===== src/rtl/serial_add_pkg.sv =====
// rtl/serial_add_pkg.sv - shared types for the bit-serial adder sequencer
package serial_add_pkg;

    localparam int STATE_W = 2;

    typedef enum logic [STATE_W-1:0] {
        IDLE = 2'd0,
        RUN  = 2'd1,
        DONE = 2'd2
    } state_t;

endpackage


===== src/rtl/fa_cell.sv =====
// rtl/fa_cell.sv - combinational 1-bit full adder cell
module fa_cell (
    input  logic x,
    input  logic y,
    input  logic ci,
    output logic s,
    output logic co
);

    assign s  = x ^ y ^ ci;
    assign co = (x & y) | (x & ci) | (y & ci);

endmodule


===== src/rtl/serial_adder_ctrl.sv =====
// rtl/serial_adder_ctrl.sv - bit-serial adder sequencer, LSB first, one bit per clock
// Optional signed-overflow output enabled by SERIAL_ADD_OVF_EN.
module serial_adder_ctrl
    import serial_add_pkg::*;
#(
    parameter int WIDTH = 8
) (
    input  logic             clk,
    input  logic             rst_n,
    input  logic             start,
    input  logic [WIDTH-1:0] a,
    input  logic [WIDTH-1:0] b,
    input  logic             cin,
    output logic             busy,
    output logic             done,
    output logic [WIDTH-1:0] sum,
    output logic             cout
`ifdef SERIAL_ADD_OVF_EN
    ,
    output logic             ovf
`endif
);

    localparam int CW = (WIDTH > 1) ? $clog2(WIDTH) : 1;

    state_t           state;
    state_t           state_next;
    logic [CW-1:0]    count;
    logic             carry;
    logic [WIDTH-1:0] a_sr;
    logic [WIDTH-1:0] b_sr;
    logic [WIDTH-2:0] res_sr;
    logic [WIDTH-1:0] res_next;
    logic             cell_s;
    logic             cell_c;
    logic             last_bit;

    fa_cell u_fa_cell (
        .x  (a_sr[0]),
        .y  (b_sr[0]),
        .ci (carry),
        .s  (cell_s),
        .co (cell_c)
    );

    // Partial result keeps only WIDTH-1 bits; the final bit joins it on the completion edge.
    assign res_next = {cell_s, res_sr};
    assign last_bit = (count == CW'(WIDTH - 1));

    always_comb begin
        state_next = state;
        case (state)
            IDLE:    if (start) state_next = RUN;
            RUN:     if (last_bit) state_next = DONE;
            DONE:    state_next = IDLE;
            default: state_next = IDLE;
        endcase
    end

    always_ff @(posedge clk or negedge rst_n) begin
        if (!rst_n) begin
            state <= IDLE;
        end else begin
            state <= state_next;
        end
    end

    always_ff @(posedge clk or negedge rst_n) begin
        if (!rst_n) begin
            count  <= '0;
            carry  <= 1'b0;
            a_sr   <= '0;
            b_sr   <= '0;
            res_sr <= '0;
            sum    <= '0;
            cout   <= 1'b0;
`ifdef SERIAL_ADD_OVF_EN
            ovf    <= 1'b0;
`endif
        end else begin
            case (state)
                IDLE: begin
                    if (start) begin
                        a_sr  <= a;
                        b_sr  <= b;
                        carry <= cin;
                        count <= '0;
                    end
                end
                RUN: begin
                    carry  <= cell_c;
                    a_sr   <= a_sr >> 1;
                    b_sr   <= b_sr >> 1;
                    res_sr <= res_next[WIDTH-1:1];
                    count  <= count + CW'(1);
                    if (last_bit) begin
                        sum   <= res_next;
                        cout  <= cell_c;
                        count <= '0;
`ifdef SERIAL_ADD_OVF_EN
                        // carry still holds the carry into the MSB during the last bit
                        ovf   <= carry ^ cell_c;
`endif
                    end
                end
                default: ;
            endcase
        end
    end

    assign busy = (state != IDLE);
    assign done = (state == DONE);

endmodule


===== config.mk =====
export PLATFORM = sky130hd
export DESIGN_NAME = serial_adder_ctrl
export DESIGN_NICKNAME = d
export VERILOG_FILES = /design/src/rtl/serial_add_pkg.sv /design/src/rtl/fa_cell.sv /design/src/rtl/serial_adder_ctrl.sv
export SDC_FILE = /design/constraint.sdc
export NUM_CORES = 1
export LEC_CHECK = 0
export ABC_AREA = 1
export BUFFER_PORTS_ARGS = -buffer_cell sky130_fd_sc_hd__buf_4
export CAP_MARGIN = 15
export CORE_MARGIN = 2
export CORE_UTILIZATION = 42
export DETAILED_ROUTE_END_ITERATION = 16
export GPL_TIMING_DRIVEN = 0
export PLACE_DENSITY = 0.71
export SKIP_LAST_GASP = 1
export SYNTH_ARGS = -nofsm -noshare
export SYNTH_HDL_FRONTEND = slang
export SYNTH_SLANG_ARGS = --single-unit

===== constraint.sdc =====
create_clock -name clk -period 4.15 [get_ports clk]
set_clock_uncertainty 0.15 [all_clocks]
set_input_delay 1.245 -clock clk [delete_from_list [all_inputs] [get_ports clk]]
set_output_delay 1.245 -clock clk [all_outputs]
set_load 0.1 [all_outputs]

# Yosys cells after proc, flatten, opt, wreduce, memory -nomap -nowiden
# Index checks and enable logic that the tools add are counted.
word_totals:
  ff_bits: 38
  in_bits: 20
  output_inout_bits: 11
  elab_cells: 39
classes:
  reduce_logical: 6
  eq_ne: 5
  addsub: 1
  bitwise: 7
  mux: 12
op_table:
  columns: ["op", "n"]
  rows:
  - ["8-bit case mux with 2 select lines", 2]
  - ["8-bit 2-to-1 mux", 2]
  - ["3-bit 2-to-1 mux", 2]
  - ["3-bit case mux with 2 select lines", 1]
  - ["2-bit AND reduction", 3]
  - ["2-bit 2-to-1 mux", 2]
  - ["2-bit inequality test, second input constant", 2]
  - ["2-bit case mux with 2 select lines", 1]
  - ["2-bit nonzero test", 2]
  - ["3-bit by 1-bit adder with 3-bit output, second input constant", 1]
  - ["1-bit bitwise AND", 3]
  - ["3-bit equality test, second input constant", 1]
  - ["2-bit by 1-bit equality test with 1-bit output, second input constant", 1]
  - ["2-bit equality test, second input constant", 1]
  - ["2-bit logical NOT", 1]
  - ["1-bit bitwise OR", 2]
  - ["1-bit case mux with 2 select lines", 1]
  - ["1-bit bitwise XOR", 2]
  - ["1-bit 2-to-1 mux", 1]

# Depth between registers and ports, before layout
# Gate-level depths: netlist (run 1).
logic_depth:
  ltp_word: 4
  mapped_depth: 7

# By module
# From an unflattened synthesis (run 1), not the netlist that was laid out.
hier_totals:
  hier_cells: 204
  hier_area_um2: 1717.9
by_module_without_submodules:
  columns: ["mod", "cells_each", "n_inst", "seq_area_each_um2", "area_per_inst_um2"]
  rows:
  - ["serial_adder_ctrl", 203, 1, 950.9, 1697.9]
  - ["fa_cell", 1, 1, 0.0, 20.0]

# Least setup slack after synthesis (run 1)
# Ideal clock, no wire load.
synth_path:
  path_type: "reg-to-output"
  startpoint: "register state[0]"
  endpoint: "output port done"
  t_required_ps: 2755
  arrival_time_ps: 1965
  setup_slack_ps: 790
  path_stages_with_launch: 4
  path_cell_list: "dfrtp_1 buf_4 clkbuf_1 nor2_1"
synth_via:
  elab_chain_cells: 1
synth_rtl:
  columns: ["item", "line", "text"]
  rows:
  - ["start: declaration", "serial_adder_ctrl.sv:26", "state_t state;"]
  - ["start signal: assignment", "serial_adder_ctrl.sv:64", "state <= state_next;"]
  - ["2-bit equality test", "serial_adder_ctrl.sv:112", "assign done = (state == DONE);"]
  - ["end: declaration", "serial_adder_ctrl.sv:15", "output logic done,"]
# Every way passes these cells.

# Worst setup path after layout (run 1)
# Ends and elaborated chain as after synthesis.

==> flow_summary_export.csv, run 1 <==
group,metric,value,unit
run_status,status,"completed",
cells_and_area,layout.nets,268,
logic_synthesis,yosysMostFrequentCell,"nand2_1",
global_routing,grt_max_degree,39,
logic_synthesis,ys.warnings.count,0,
detailed_routing,initialDrtViolationCount,79,
timing,slew_headroom,67.5,%
timing,hold_viol,0,
power,p_int,0.000926,W
clock_network,cts_resized,0,
clock_network,cts_inserted_buffers,5,
cells_and_area,n_fill_cell,389,
floorplanning,die_h,69.5,um
logic_synthesis,ys.flop_type,"dfrtp_1",
logic_synthesis,ys_seq_area_share,52.7,%
floorplanning,io-pin-count,31,
floorplanning,initial_utilization,44.4,%
global_routing,grt_pass1_wl,6090,um
setup_path,worst_ep_required_time,2.75,ns
logic_synthesis,yosysTopAreaCell,"dfrtp_1",
hold_path,hold_class,"flip-flop to flip-flop",
logic_synthesis,synthesis.area,1800,um^2
clock_network,postCtsHoldBufs,0,
detailed_routing,wl_per_cell,11.9,um
logic_synthesis,synth_cells,208,
setup_path,end_kind,"primary output",
clock_network,cts.htree.levels,2,
setup_path,path_cells,"buf_4 -> clkbuf_1 -> nor2_1 -> buf_4",
setup_path,reg2reg_from,"count[0]",
setup_path,timing.critical_path.buf_inv,3,
cells_and_area,area_delta_synth_final,20.3,%
placed_design,place.gp.congestion,0.763,
clock_network,post-cts-setup-buffer-count,0,
logic_synthesis,synth_edf_count,0,
floorplanning,die-area,4830,um^2
timing,setup_viol,0,
power,power.leakage,1.17,nW
power,ir_drop,263,uV
timing,finalCriticalPeriod,2.95,ns
logic_synthesis,synthArstFlopShare,100,%
hold_path,min_from,"sum[3]",
timing,max_freq,340,MHz
setup_path,critPathMaxFanout,10,
logic_synthesis,synth_seq_cells,38,
setup_path,arrival,1.55,ns
logic_synthesis,syn_nets,231,
clock_network,clock-sinks,38,
timing,rsz0062_at_grt,"no",
power,combPwrFrac,52.1,%
setup_path,cp-startpoint,"state[0]",
detailed_routing,antenna_left,0,
logic_synthesis,synth.area.top_cells,"dfrtp_1, nand2_1, nand3_1, inv_1, o21ai_2",
timing,worst_pin_slew,0.488,ns
global_routing,grt_use_total,15.9,%
flow_run,cap_viol_max_count,0,
detailed_routing,wl,3510,um
floorplanning,rows,23,
setup_path,crit_family,"buffers and inverters",
power,power-per-cell-area,826,nW/um^2
setup_path,worst_path_most_repeated_cell,"buf_4",
setup_path,cp_slowest_cell,"dfrtp_1",
floorplanning,fp.coreArea,4060,um^2
setup_path,path_class,"flip-flop to primary output",
power,swShare,48.4,%
detailed_routing,vias,1418,
clock_network,cts_tree,"yes",
clock_network,clk_latency,0.29,ns
setup_path,start_kind,"flip-flop",
floorplanning,die_w,69.5,um
logic_synthesis,synthDistinctLibCells,18,
cells_and_area,drive_gt1_share,24.9,%
timing,tns,0,ns
global_routing,grt_pass1_vias,1368,
detailed_routing,via_per_inst,4.81,
logic_synthesis,syn_avg_cell_area,8.67,um^2
detailed_routing,firstDrtPassIters,4,
cells_and_area,fin_util,53.5,%
placed_design,dp_hpwl,2450,um
global_routing,overflow,0,
cells_and_area,n_antenna_cell,0,
logic_synthesis,synth_top_area_share,52.7,%
logic_synthesis,ys_top_cells_by_count,"nand2_1, nand3_1, dfrtp_1",
power,p_total,0.00179,W
power,p_sw,0.000867,W
clock_network,cts-root-buf,"clkbuf_8",
timing,drv_slew,0,
placed_design,portBuffers,30,
power,seqPwrFrac,34.6,%
setup_path,slowest_delay,0.36,ns
detailed_routing,drc,0,
global_routing,antenna_found_initial,0,
clock_network,clk_pin_slew,0.07,ns
timing,fin_crit_sh,71.0,%
power,clockPowerShare,13.4,%
clock_network,max-clock-path-buffers,2,
==> power groups by stage <==
stage	logic (W)	registers, W	clock network, W
after detailed placement	0.000945	0.000627	0
after CTS	0.000947	0.000621	0.000246
after global routing	0.00102	0.000643	0.000263
after global placement	0.000927	0.000621	0
after floorplan	0.000501	0.000856	0
final	0.000934	0.000620	0.000240
==> cell families after synthesis <==
kind of cell | synth area share, %
AO/OA/AOI/OAI | 6.94
adder cells (fa/ha/maj) | 2.50
buffers and inverters | 11.0
flip-flops | 52.7
AND/OR/NAND/NOR | 26.8
==> worst register-to-register path, cell delays in order (launching register included) <==
cell     delay [ns]
dfrtp_1        0.41
ha_1           0.21
ha_1           0.22
nand2_4        0.14
buf_6          0.17
nand2_1        0.07
o21ai_2        0.05
==> cell type report <==
| class | count | area (um^2) | area share (%) |
|---|---|---|---|
| multi-input cells | 128 | 653 | 30.1 |
| inverters | 32 | 120 | 5.54 |
| flip-flops and latches | 38 | 951 | 43.8 |
| repair buffers | 30 | 225 | 10.4 |
| clock buffers | 5 | 68.8 | 3.17 |
| well taps | 50 | 62.6 | 2.88 |
| plain buffers | 10 | 78.8 | 3.63 |
| clock inverters | 2 | 10.0 | 0.461 |
==> sequential cells by signal, summed over array words and instances, names as in the netlist <==
| signal | flops |
|---|---|
| a_sr | 8 |
| res_sr | 7 |
| b_sr | 8 |
| count | 3 |
| state | 2 |
| carry | 1 |
| cout | 1 |
| sum | 8 |
==> per-layer routing <==
metal / share of wire (%) / routed length [um] / global-route usage, % / vias to the layer above
met1: 47 / 1640 / 20.6 / 656
met2: 46 / 1610 / 25.6 / 38
li1: - / - / - / 717
met4: 2.1 / 72 / 6.54 / 0
met3: 5.4 / 188 / 3.63 / 7
met5: 0 / 0 / 0 / -
==> cells in the final DEF (no fill, tap or decap), types with 2 or more instances in the layout <==
cell and n:
nand2_2 2, buf_4 37, nand2_4 2, dfrtp_1 38, nor2_1 3, o21ai_2 8, inv_1 29, o21ai_1 3
o21ai_0 8, inv_2 2, clkbuf_8 5, ha_1 2, clkinv_2 2, nand2_1 59, buf_6 2, nand3_1 39
==> worst paths after layout <==
path,end,slack [ns],depth (start not counted)
setup / recovery,done,1.20,4
hold / removal,sum[3],0.33,2
setup reg to reg,sum[4],2.67,6
hold reg to reg,sum[3],0.33,2
max in group asynchronous,b_sr[2],2.74,1
min in group asynchronous,sum[1],0.77,1
==> through the flow <==
step           setup slack [ns]  instance area [um^2]  hold slack, ns  cells
2_1_floorplan             0.790                  1800           0.292    208
3_3_place_gp               1.56                  2090           0.315    288
3_5_place_dp               1.55                  2090           0.312    288
4_1_cts                    1.22                  2170           0.331    295
5_1_grt                    1.16                  2170           0.358    295
6_report                   1.20                  2170           0.334    295
Power figures use the tool's default switching activity.
==> run 2, diff against run 1 <==
==> constraint.sdc (replaced) <==
create_clock -name clk -period 2.8 [get_ports clk]
set_clock_uncertainty 0.15 [all_clocks]
set_input_delay 0.84 -clock clk [delete_from_list [all_inputs] [get_ports clk]]
set_output_delay 0.84 -clock clk [all_outputs]
set_load 0.1 [all_outputs]
==> run 2 against run 1 <==
  * Utilization up 1.6 points
  * Critical path type unchanged
  * Flip-flop and latch count unchanged
  * Wire length up 6.2%
  * Clock power up 140%
  * Critical path depth unchanged
  * Final cell count up 0.34%
  * Sequential power up 49%
==> flow_summary_export.csv, run 2 (same netlist as run 1, synthesis figures left out) <==
group,metric,value,unit
clock_network,clock-sinks,38,
placed_design,portBuffers,30,
placed_design,pre_cts_ws,0.605,ns
cells_and_area,multi_input_area,656,um^2
cells_and_area,final_cell_mix,"nand2_1, nand3_1, dfrtp_1",
setup_path,arrival,1.54,ns
placed_design,dp_hpwl,2560,um
detailed_routing,initialDrtViolationCount,99,
setup_path,reg2reg_depth,6,
timing,drv_slew,0,
clock_network,cts_resized,0,
floorplanning,rows,23,
clock_network,cts_tree,"yes",
global_routing,grt_pass1_wl,6580,um
power,p_total,0.00290,W
clock_network,cts_inserted_buffers,5,
cells_and_area,area_delta_synth_final,24.0,%
cells_and_area,layout_commonest_cell,"nand2_1",
setup_path,reg2reg_from,"count[0]",
setup_path,end_kind,"primary output",
clock_network,clk_latency,0.30,ns
power,power-per-cell-area,1300,nW/um^2
detailed_routing,vias,1431,
floorplanning,die-area,4830,um^2
cells_and_area,layout.nets,268,
hold_path,min_from,"sum[3]",
clock_network,max-clock-path-buffers,2,
timing,rsz0062_at_grt,"no",
global_routing,grt_use_total,17.3,%
setup_path,path_class,"flip-flop to primary output",
setup_path,critPathMaxFanout,10,
timing,worst_pin_slew,0.479,ns
hold_path,hold-path-cell-count,2,
hold_path,hold_class,"flip-flop to flip-flop",
cells_and_area,n_antenna_cell,0,
floorplanning,io-pin-count,31,
timing,fin_ws,0.275,ns
timing,setup_viol,0,
clock_network,postCtsHoldBufs,0,
cells_and_area,largestRegisters,"a_sr: 8 flops, b_sr: 8 flops, sum: 8 flops",
power,power.leakage,1.20,nW
detailed_routing,wl,3730,um
timing,timing.hold.ws,0.335,ns
detailed_routing,via_per_inst,4.83,
cells_and_area,n_fill_cell,399,
clock_network,clk_pin_slew,0.08,ns
setup_path,r2r_slack,1.32,ns
placed_design,place.gp.congestion,0.748,
timing,fin_crit_sh,90.2,%
global_routing,grt_max_degree,39,
floorplanning,fp.coreArea,4060,um^2
clock_network,cts.htree.levels,2,
floorplanning,die_h,69.5,um
global_routing,overflow,0,
cells_and_area,seq_area,951,um^2
setup_path,worst_ep_required_time,1.81,ns
detailed_routing,wl_per_cell,12.6,um
power,ir_drop,453,uV
clock_network,post-cts-setup-buffer-count,0,
clock_network,cts-root-buf,"clkbuf_8",
setup_path,start_kind,"flip-flop",
timing,tns,0,ns
flow_run,cap_viol_max_count,0,
setup_path,cp-startpoint,"state[0]",
detailed_routing,drc,0,
timing,finalCriticalPeriod,2.53,ns
detailed_routing,firstDrtPassIters,4,
timing,hold_viol,0,
global_routing,grt_pass1_vias,1406,
floorplanning,initial_utilization,44.4,%
timing,slew_headroom,68.1,%
global_routing,antenna_found_initial,0,
detailed_routing,antenna_left,0,
floorplanning,die_w,69.5,um
cells_and_area,drive_gt1_share,25.6,%
timing,max_freq,396,MHz
run_status,status,"completed",
[run 2: path summary, 6_finish.rpt]
kind / end
setup / recovery: done
hold / removal: sum[3]
setup reg to reg: sum[4]
hold reg to reg: sum[3]
max in group asynchronous: b_sr[4]
min in group asynchronous: sum[1]
[run 2: routing by layer]
layer  part of all wire (%)  global-route usage (%)
met5                      0                       0
met4                    1.9                    7.19
met3                    6.1                    4.51
met2                     48                    28.2
met1                     44                    21.9
[run 2: cell type report]
cell class,count,share of cell area [%]
plain buffers,10,3.53
clock buffers,6,3.69
clock inverters,2,2.69
inverters,32,5.37
multi-input cells,128,29.3
flip-flops and latches,38,42.5
well taps,50,2.80
repair buffers,30,10.1
[run 2: stage by stage]
stage               instances  instance area [um^2]  utilization, %
global placement          288                  2090            51.6
floorplan                 208                  1810               -
global route              296                  2240            55.1
finish                    296                  2240            55.1
detailed placement        288                  2090            51.6
CTS                       296                  2240            55.1
[run 2: where the power goes]
group          total [W]  internal, W  switching, W
Combinational    0.00139     0.000411      0.000982
Clock           0.000580     0.000380      0.000200
Sequential      0.000925     0.000793      0.000132
[run 2: critical path, cell delays in order (launching register included)]
cell and delay, ns:
dfrtp_1 0.38, buf_4 0.17, clkbuf_1 0.23, nor2_2 0.17
buf_4 0.30
